$ cat config.mk
export PLATFORM = sky130hd
export DESIGN_NAME = zx_scandoubler
export DESIGN_NICKNAME = d
export VERILOG_FILES = /design/src/rtl/zx_scandoubler.sv
export SDC_FILE = /design/constraint.sdc
export NUM_CORES = 2
export LEC_CHECK = 0
export BUFFER_PORTS_ARGS = -buffer_cell sky130_fd_sc_hd__buf_2
export CAP_MARGIN = 20
export CORE_UTILIZATION = 45
export DETAILED_ROUTE_END_ITERATION = 16
export GPL_TIMING_DRIVEN = 0
export SYNTH_ARGS = -nofsm -noshare
export SYNTH_HDL_FRONTEND = slang
export SYNTH_SLANG_ARGS = --single-unit
$ cat constraint.sdc
create_clock -name i_clk -period 2.7 [get_ports i_clk]
set_input_delay 0.54 -clock i_clk [delete_from_list [all_inputs] [get_ports i_clk]]
set_output_delay 0.54 -clock i_clk [all_outputs]
set_load 0.03 [all_outputs]
$ cat src/rtl/zx_scandoubler.sv
// Composite-sync scan doubler: splits hsync/vsync out of csync, buffers each source line
// in one bank of a two-bank line store and replays the other bank twice at full clk rate.
module zx_scandoubler #(
    parameter int unsigned DW         = 1,
    parameter int unsigned LINE_LEN   = 414,
    parameter int unsigned VS_THRESH  = 80,
    parameter int unsigned H_DE_START = 64,
    parameter int unsigned H_DE_END   = 352,
    parameter int unsigned HS_START   = 384,
    parameter int unsigned V_DE_START = 16,
    parameter int unsigned V_DE_END   = 240
) (
    input  logic          i_clk,
    input  logic          i_reset,
    input  logic          i_csync_in,
    input  logic [DW-1:0] i_video_in,
    input  logic          i_invert,
    input  logic          i_scanlines,
    output logic [DW-1:0] o_video_out,
    output logic          o_hs_out,
    output logic          o_vs_out,
    output logic          o_de_out,
    output logic          o_resync,
    output logic [7:0]    o_resync_cnt
);

    localparam int unsigned AW    = 10;
    localparam int unsigned DEPTH = 1 << AW;

    localparam logic [8:0]  LAST_COL = 9'(LINE_LEN - 1);
    localparam logic [9:0]  LEN_W    = 10'(LINE_LEN);
    localparam logic [7:0]  VS_T     = 8'(VS_THRESH);
    localparam logic [9:0]  HS_S     = 10'(HS_START);
    localparam logic [9:0]  HDE_S    = 10'(H_DE_START);
    localparam logic [9:0]  HDE_E    = 10'(H_DE_END);
    localparam logic [10:0] VDE_S    = 11'(V_DE_START);
    localparam logic [10:0] VDE_E    = 11'(V_DE_END);

    logic          r_csd;
    logic [7:0]    r_sync_len;
    logic [9:0]    r_in_col;
    logic [8:0]    r_out_col;
    logic [8:0]    r_dcol;
    logic [9:0]    r_line_cnt;
    logic          r_toggle;
    logic          r_pass;
    logic [DW-1:0] r_rd;
    logic [DW-1:0] r_buf [0:DEPTH-1];

    logic          w_hedge;
    logic          w_fall;
    logic          w_wrap;
    logic          w_restart;
    logic          w_early;
    logic          w_vs_hit;
    logic          w_wr_en;
    logic [AW-1:0] w_wr_addr;
    logic [AW-1:0] w_rd_addr;
    logic          w_h_de;
    logic          w_v_de;
    logic          w_de;
    logic [DW-1:0] w_pix;
    logic [DW-1:0] w_vid;

    // A rising csync edge only marks a new line if the low pulse was too short for vsync.
    assign w_hedge   = i_csync_in & ~r_csd & (r_sync_len < VS_T);
    assign w_fall    = ~i_csync_in & r_csd;
    assign w_wrap    = (r_out_col == LAST_COL);
    assign w_restart = w_hedge | w_wrap;
    assign w_early   = w_hedge & ~w_wrap;
    assign w_vs_hit  = (r_sync_len == VS_T);

    assign w_wr_en   = ~i_reset & r_in_col[0] & ({1'b0, r_in_col[9:1]} < LEN_W);
    assign w_wr_addr = {r_toggle, r_in_col[9:1]};
    assign w_rd_addr = {~r_toggle, r_out_col};

    assign w_h_de = ({1'b0, r_dcol} >= HDE_S) & ({1'b0, r_dcol} < HDE_E);
    assign w_v_de = ({1'b0, r_line_cnt} >= VDE_S) & ({1'b0, r_line_cnt} < VDE_E);
    assign w_de   = w_h_de & w_v_de;
    assign w_pix  = r_rd ^ {DW{i_invert}};
    assign w_vid  = (i_scanlines & r_pass) ? (w_pix >> 1) : w_pix;

    // Sync separation: pulse length, vsync flag and source line counter.
    always_ff @(posedge i_clk) begin
        if (i_reset) begin
            r_csd      <= 1'b0;
            r_sync_len <= 8'd0;
            r_line_cnt <= 10'd0;
            r_toggle   <= 1'b0;
            o_vs_out   <= 1'b0;
        end else begin
            r_csd <= i_csync_in;

            if (i_csync_in) begin
                r_sync_len <= 8'd0;
            end else if (r_sync_len != 8'hFF) begin
                r_sync_len <= r_sync_len + 8'd1;
            end

            if (i_csync_in) begin
                o_vs_out <= 1'b0;
            end else if (w_vs_hit) begin
                o_vs_out <= 1'b1;
            end

            if (w_vs_hit) begin
                r_line_cnt <= 10'd0;
            end else if (w_fall && (r_line_cnt != 10'h3FF)) begin
                r_line_cnt <= r_line_cnt + 10'd1;
            end

            if (w_fall) begin
                r_toggle <= ~r_toggle;
            end
        end
    end

    // Input column runs at clk rate; pixels land on odd columns.
    always_ff @(posedge i_clk) begin
        if (i_reset) begin
            r_in_col <= 10'd0;
        end else if (w_hedge) begin
            r_in_col <= 10'd0;
        end else if (r_in_col != 10'h3FF) begin
            r_in_col <= r_in_col + 10'd1;
        end
    end

    // Output column free-runs at LINE_LEN and is pulled back to 0 by every hedge.
    always_ff @(posedge i_clk) begin
        if (i_reset) begin
            r_out_col    <= 9'd0;
            r_dcol       <= 9'd0;
            r_pass       <= 1'b0;
            o_resync     <= 1'b0;
            o_resync_cnt <= 8'd0;
        end else begin
            r_out_col <= w_restart ? 9'd0 : r_out_col + 9'd1;
            r_dcol    <= r_out_col;
            if (w_restart) begin
                r_pass <= ~r_pass;
            end
            o_resync <= w_early;
            if (w_early && (o_resync_cnt != 8'hFF)) begin
                o_resync_cnt <= o_resync_cnt + 8'd1;
            end
        end
    end

    // Two-bank line store; the write and read banks always differ.
    always_ff @(posedge i_clk) begin
        if (w_wr_en) begin
            r_buf[w_wr_addr] <= i_video_in;
        end
        r_rd <= r_buf[w_rd_addr];
    end

    // Output stage aligned with the 1-clk read latency.
    always_ff @(posedge i_clk) begin
        if (i_reset) begin
            o_hs_out    <= 1'b0;
            o_de_out    <= 1'b0;
            o_video_out <= '0;
        end else begin
            o_hs_out    <= ({1'b0, r_dcol} >= HS_S);
            o_de_out    <= w_de;
            o_video_out <= w_de ? w_vid : '0;
        end
    end

endmodule

======== Word level (Yosys, flattened, before mapping) ========
Memory sizes are Yosys's and may differ from the RTL's. A register that Yosys moved wholly into a read port is not among the register bits.
Cells that the tools add are included.
word-level totals
  flip-flop bits (word level) ............. 62
  RAM bits ................................ 1024
  bits in read-only memories .............. 0
  memories ................................ 1
  input port bits ......................... 6
  latch bits .............................. 0
memory list
  memory  words  width  read ports  clocked after memory_dff  write ports  line  source
  r_buf   1024   1      1           1                         1            48    logic [DW-1:0] r_buf [0:DEPTH-1];
operators by class
  mux-type cells .......................... 2
  $mul .................................... 0
  divide/modulo/power cells ............... 0
  reduce and logical (&&, ||, !) cells .... 7
  $lt $le $gt $ge ......................... 7
  eq/ne operators ......................... 6
  shift operators ......................... 0
  $add $sub $neg .......................... 5
  bitwise gates (word level) .............. 19
operators by type and width
  cell                   number
  $add 10x1->10 const B  2
  $ne 10x10->1 const B   2
  $lt 9x9->1 const B     2
  $add 8x1->8 const B    2
  $ne 8x8->1 const B     2
  $and 1x1->1            10
  $ge 10x5->1 const B    1
  $lt 10x8->1 const B    1
  $add 9x1->9 const B    1
  $eq 9x9->1 const B     1
  $ge 9x7->1 const B     1
  $ge 9x9->1 const B     1
  $eq 8x7->1 const B     1
  $lt 8x7->1 const B     1
  $reduce_or 2->1        4
  $not 1->1              7
  $reduce_or 3->1        1
  $logic_and 1x1->1      2
  $mux 1                 2
  $or 1x1->1             1
  $xor 1x1->1            1

======== Logic depth before layout (Yosys ltp) ========
  word-level depth ........................ 5
  gate-level depth with buffers ........... 13
  mapped depth without buffers ............ 10

======== Least setup slack after synthesis ========
No wires, ideal clock.
  path kind ............................... register to register
  start ................................... register r_out_col[0]
  end ..................................... register r_rd (read register of r_buf)
  data arrival time ....................... 2322 ps
  slack ................................... 253 ps
  stages on the path, launching flop included .. 9
  period minus slack after synthesis ...... 2447 ps
  library setup time ...................... 125 ps
  data required time ...................... 2575 ps
  cell sequence ........................... dfxtp_1 > buf_6 > buf_12 > mux4_1 > mux4_2 > a221oi_2 > a311oi_1 > o32ai_2 > mux2i_1
RTL lines
  what                    line  source
  start, declared         42    logic [8:0] r_out_col;
  start signal, assigned  138   r_out_col <= w_restart ? 9'd0 : r_out_col + 9'd1;
  end, declared           47    logic [DW-1:0] r_rd;

==> impl_metrics.tcl <==
set metrics [dict create \
    grt_pass1_wl_mm 211.8 \
    synth_top_area_cell "edfxtp_1" \
    drtAntennaViolNets 0 \
    startpoint_type "flip-flop" \
    synthFlopType "edfxtp_1" \
    r2r_start "r_out_col[7]" \
    pwr_density_cell_nw_per_um2 653.5 \
    post_layout_nonfiller_instances 5016 \
    hold_buffers 0 \
    grt_max_degree 185 \
    setup_slack_ns -0.6366 \
    r2r-end "r_rd" \
    h-tree-depth 3 \
    vdd_drop_max_uv 469.7 \
    grt_usage_pct 29.53 \
    synth_top_area_share_pct 66.25 \
    reg2regPathDepth 7 \
    wire_per_inst_um 30.83 \
    die_area_um2 104400 \
    post_synth_instance_area_um2 46410 \
    fill_cells 8450 \
    area_growth_pct 18.16 \
    synth_edf_count 1024 \
    power_frac_comb_pct 6.4 \
    cpPeakStageDelay_ns 0.79 \
    firstDrtPassIters 9 \
    synth.most_common_cell "edfxtp_1" \
    cts_buffers 113 \
    gp_congestion 0.9096 \
    p_sw_mw 8.024 \
    max_slew_margin_pct 35.78 \
    rsz0062_at_grt "true" \
    synth_commonest_cells "edfxtp_1, nor2_1, mux2i_1, mux4_2, clkbuf_1" \
    post-place-ws_ns -2.321 \
    cts_tree "done" \
    worstSkewPairLatency_ns 0.70 \
    pwr-share-clk_pct 41.4 \
    skew_ns 0.02638 \
    synth_cell_types 76 \
    antenna_found_initial 4 \
    fp-row-count 117 \
    die_w_um 323.2 \
    nNetsFinal 3567 \
    drv_slew 0 \
    status "finished with violations" \
    port-buffer-count 17 \
    critPathKind "flip-flop to flip-flop" \
    leakagePower_nw 17.38 \
    crit_family "compound AO/OA/AOI/OAI gates" \
    slowest_stage "dfxtp_1" \
    crit_path_end_kind "flip-flop" \
    tightest_slew_ns 0.9633 \
    place_inst 4741 \
    p_int_mw 27.81 \
    drt_iter0_markers 4662 \
    vias 30080 \
    finalCritPeriodShare_pct 123.6 \
    p_sw_share_pct 22.39 \
    cts.sinks 1082 \
    finalHoldViolations 0 \
    whs_path_depth 2 \
    core-area_um2 102000 \
    violations "setup timing" \
    start_util_pct 45.49 \
    max_cap_viol_count 0 \
    crit_required_ns 3.27 \
    cts_buffer_depth 3 \
    drc_errors 0 \
    ys_seq_area_share_pct 68.76 \
    max_freq_mhz 299.7 \
    io_pins 19 \
    grt.overflow.total 0 \
    cp.buffers_inverters 1 \
    cts_root_buf "clkbuf_16" \
    synth_seq_cells 1082 \
    crit_fanout 7 \
    synth.avg_cell_area_um2 14.73 \
    ys_top_cells_by_area "edfxtp_1, mux4_2, nor2_1" \
    hp-class "input pin to flip-flop" \
    min_from "i_csync_in" \
    rrSetupSlack_ns -0.64 \
    grt_pass1_vias 28320 \
    synth_cells 3151 \
    ys_warn_count 0 \
    period_needed_ns 3.337 \
    path_cells "inv_1, nor2_1, o31ai_2, o211a_1, o2111a_1, a41o_1, mux2i_2" \
    vias_per_cell 5.997 \
    p_seq_share_pct 52.2 \
    holdWs_ns 0.1081 \
    drive_gt1_share_pct 19.01 \
    hold_end "r_csd" \
    die_h_um 323.2 \
    ys_async_sr_fraction_pct 0 \
    clk_pin_slew_worst_paths_ns 0.06 \
    wirelength_mm 154.7 \
    setup_viol 1 \
    crit_arrival_ns 3.91 \
    hpwlAfterDp_mm 96.86 \
]
-- worst register-to-register path, cell delays in order (launching register included) --
cell,delay (ns)
dfxtp_1,0.79
inv_1,0.45
nor2_1,0.74
o31ai_2,0.24
o211a_1,0.24
o2111a_1,0.16
a41o_1,0.26
mux2i_2,0.33
-- per-stage QoR --
step	area [um^2]	setup TNS (ns)	util, %	power, mW
after global placement	48940	-	47.97	21.24
after detailed placement	49170	-289.41	48.19	21.06
after floorplan	47140	0	-	20.16
final	54840	-0.6366	53.75	35.84
after CTS	54470	-0.3542	53.38	35.81
after global routing	54840	-0.5322	53.75	36.58
-- routing by layer --
metal	global-route usage, %	vias to the layer above	share of wire (%)
met2	45.97	1850	46
met4	15.58	2	5.9
li1	-	12370	-
met3	5.497	377	11
met5	0	-	0.013
met1	39.57	15480	38
-- sequential cells by signal, summed over array words and instances (netlist names), 4 cells and up --
register      flops
r_dcol            4
r_line_cnt       10
r_in_col         10
r_sync_len        8
r_out_col         9
o_resync_cnt      8
r_buf          1024
-- worst max-delay path by stage --
stage,startpoint,endpoint,slack (ns),cells past startpoint
after floorplan,r_out_col[0],r_rd,0.25,8
after global placement,i_video_in,r_buf[937],-11.13,1
after detailed placement,r_out_col[1],r_rd,-2.32,9
after CTS,r_out_col[0],r_rd,-0.35,13
after global routing,r_out_col[0],r_rd,-0.53,13
final,r_out_col[7],r_rd,-0.64,7
-- what timing repair did --
item / in CTS / in global routing
gates cloned: 4 / 1
pin swaps: 15 / 4
setup endpoints to repair: 815 / 633
setup buffers: 55 / 8
resized for setup: 329 / 67
-- layout make-up --
| class | instances | area [um^2] | area share, % |
|---|---|---|---|
| inverter | 12 | 47.55 | 0.08669 |
| buffer | 260 | 2495 | 4.549 |
| tap | 1368 | 1712 | 3.121 |
| sequential | 1082 | 31920 | 58.21 |
| antenna | 2 | 5.005 | 0.009126 |
| multi-input combinational | 1989 | 14170 | 25.83 |
| timing repair buffer | 95 | 1060 | 1.932 |
| clock buffer | 148 | 3043 | 5.548 |
| clock inverter | 60 | 389.1 | 0.7095 |
-- cells in the final DEF (no fill, tap or decap), drive strengths merged, types with 7 or more instances in the layout --
cell,count
nor2,914
inv,12
nor3b,7
xor2,17
dfxtp,58
nor2b,12
a221oi,32
nand2,116
a22oi,33
clkbuf,264
nand2b,8
o21ai,30
buf,238
nand3,36
nor3,16
a21oi,45
mux4,187
nand4,14
mux2i,172
clkinv,53
a211oi,11
o221ai,14
a31oi,9
o22ai,17
ha,8
conb,196
xnor2,17
edfxtp,1024
-- power groups by stage --
stage                     clock network [mW]  registers, mW  logic, mW
after CTS                               14.8           18.7       2.25
after detailed placement                   0           19.1       1.99
after global placement                     0           19.3       1.96
final                                   14.8           18.7       2.31
after floorplan                            0           19.0       1.12
after global routing                    15.5           18.7       2.38
-- kinds of logic after synthesis --
logic type | after synthesis | share of synthesized area (%)
xor gates and xnor gates | 34 | 0.6416
adders and majority gates | 8 | 0.2157
DFF | 1082 | 68.76
buffers and inverters | 275 | 3.580
other | 1 | 0.008080
muxes | 363 | 13.06
AOI/OAI and AO/OA | 230 | 3.618
and+or+nand+nor | 1158 | 10.12
No activity file was read; power rests on OpenSTA's default activity.
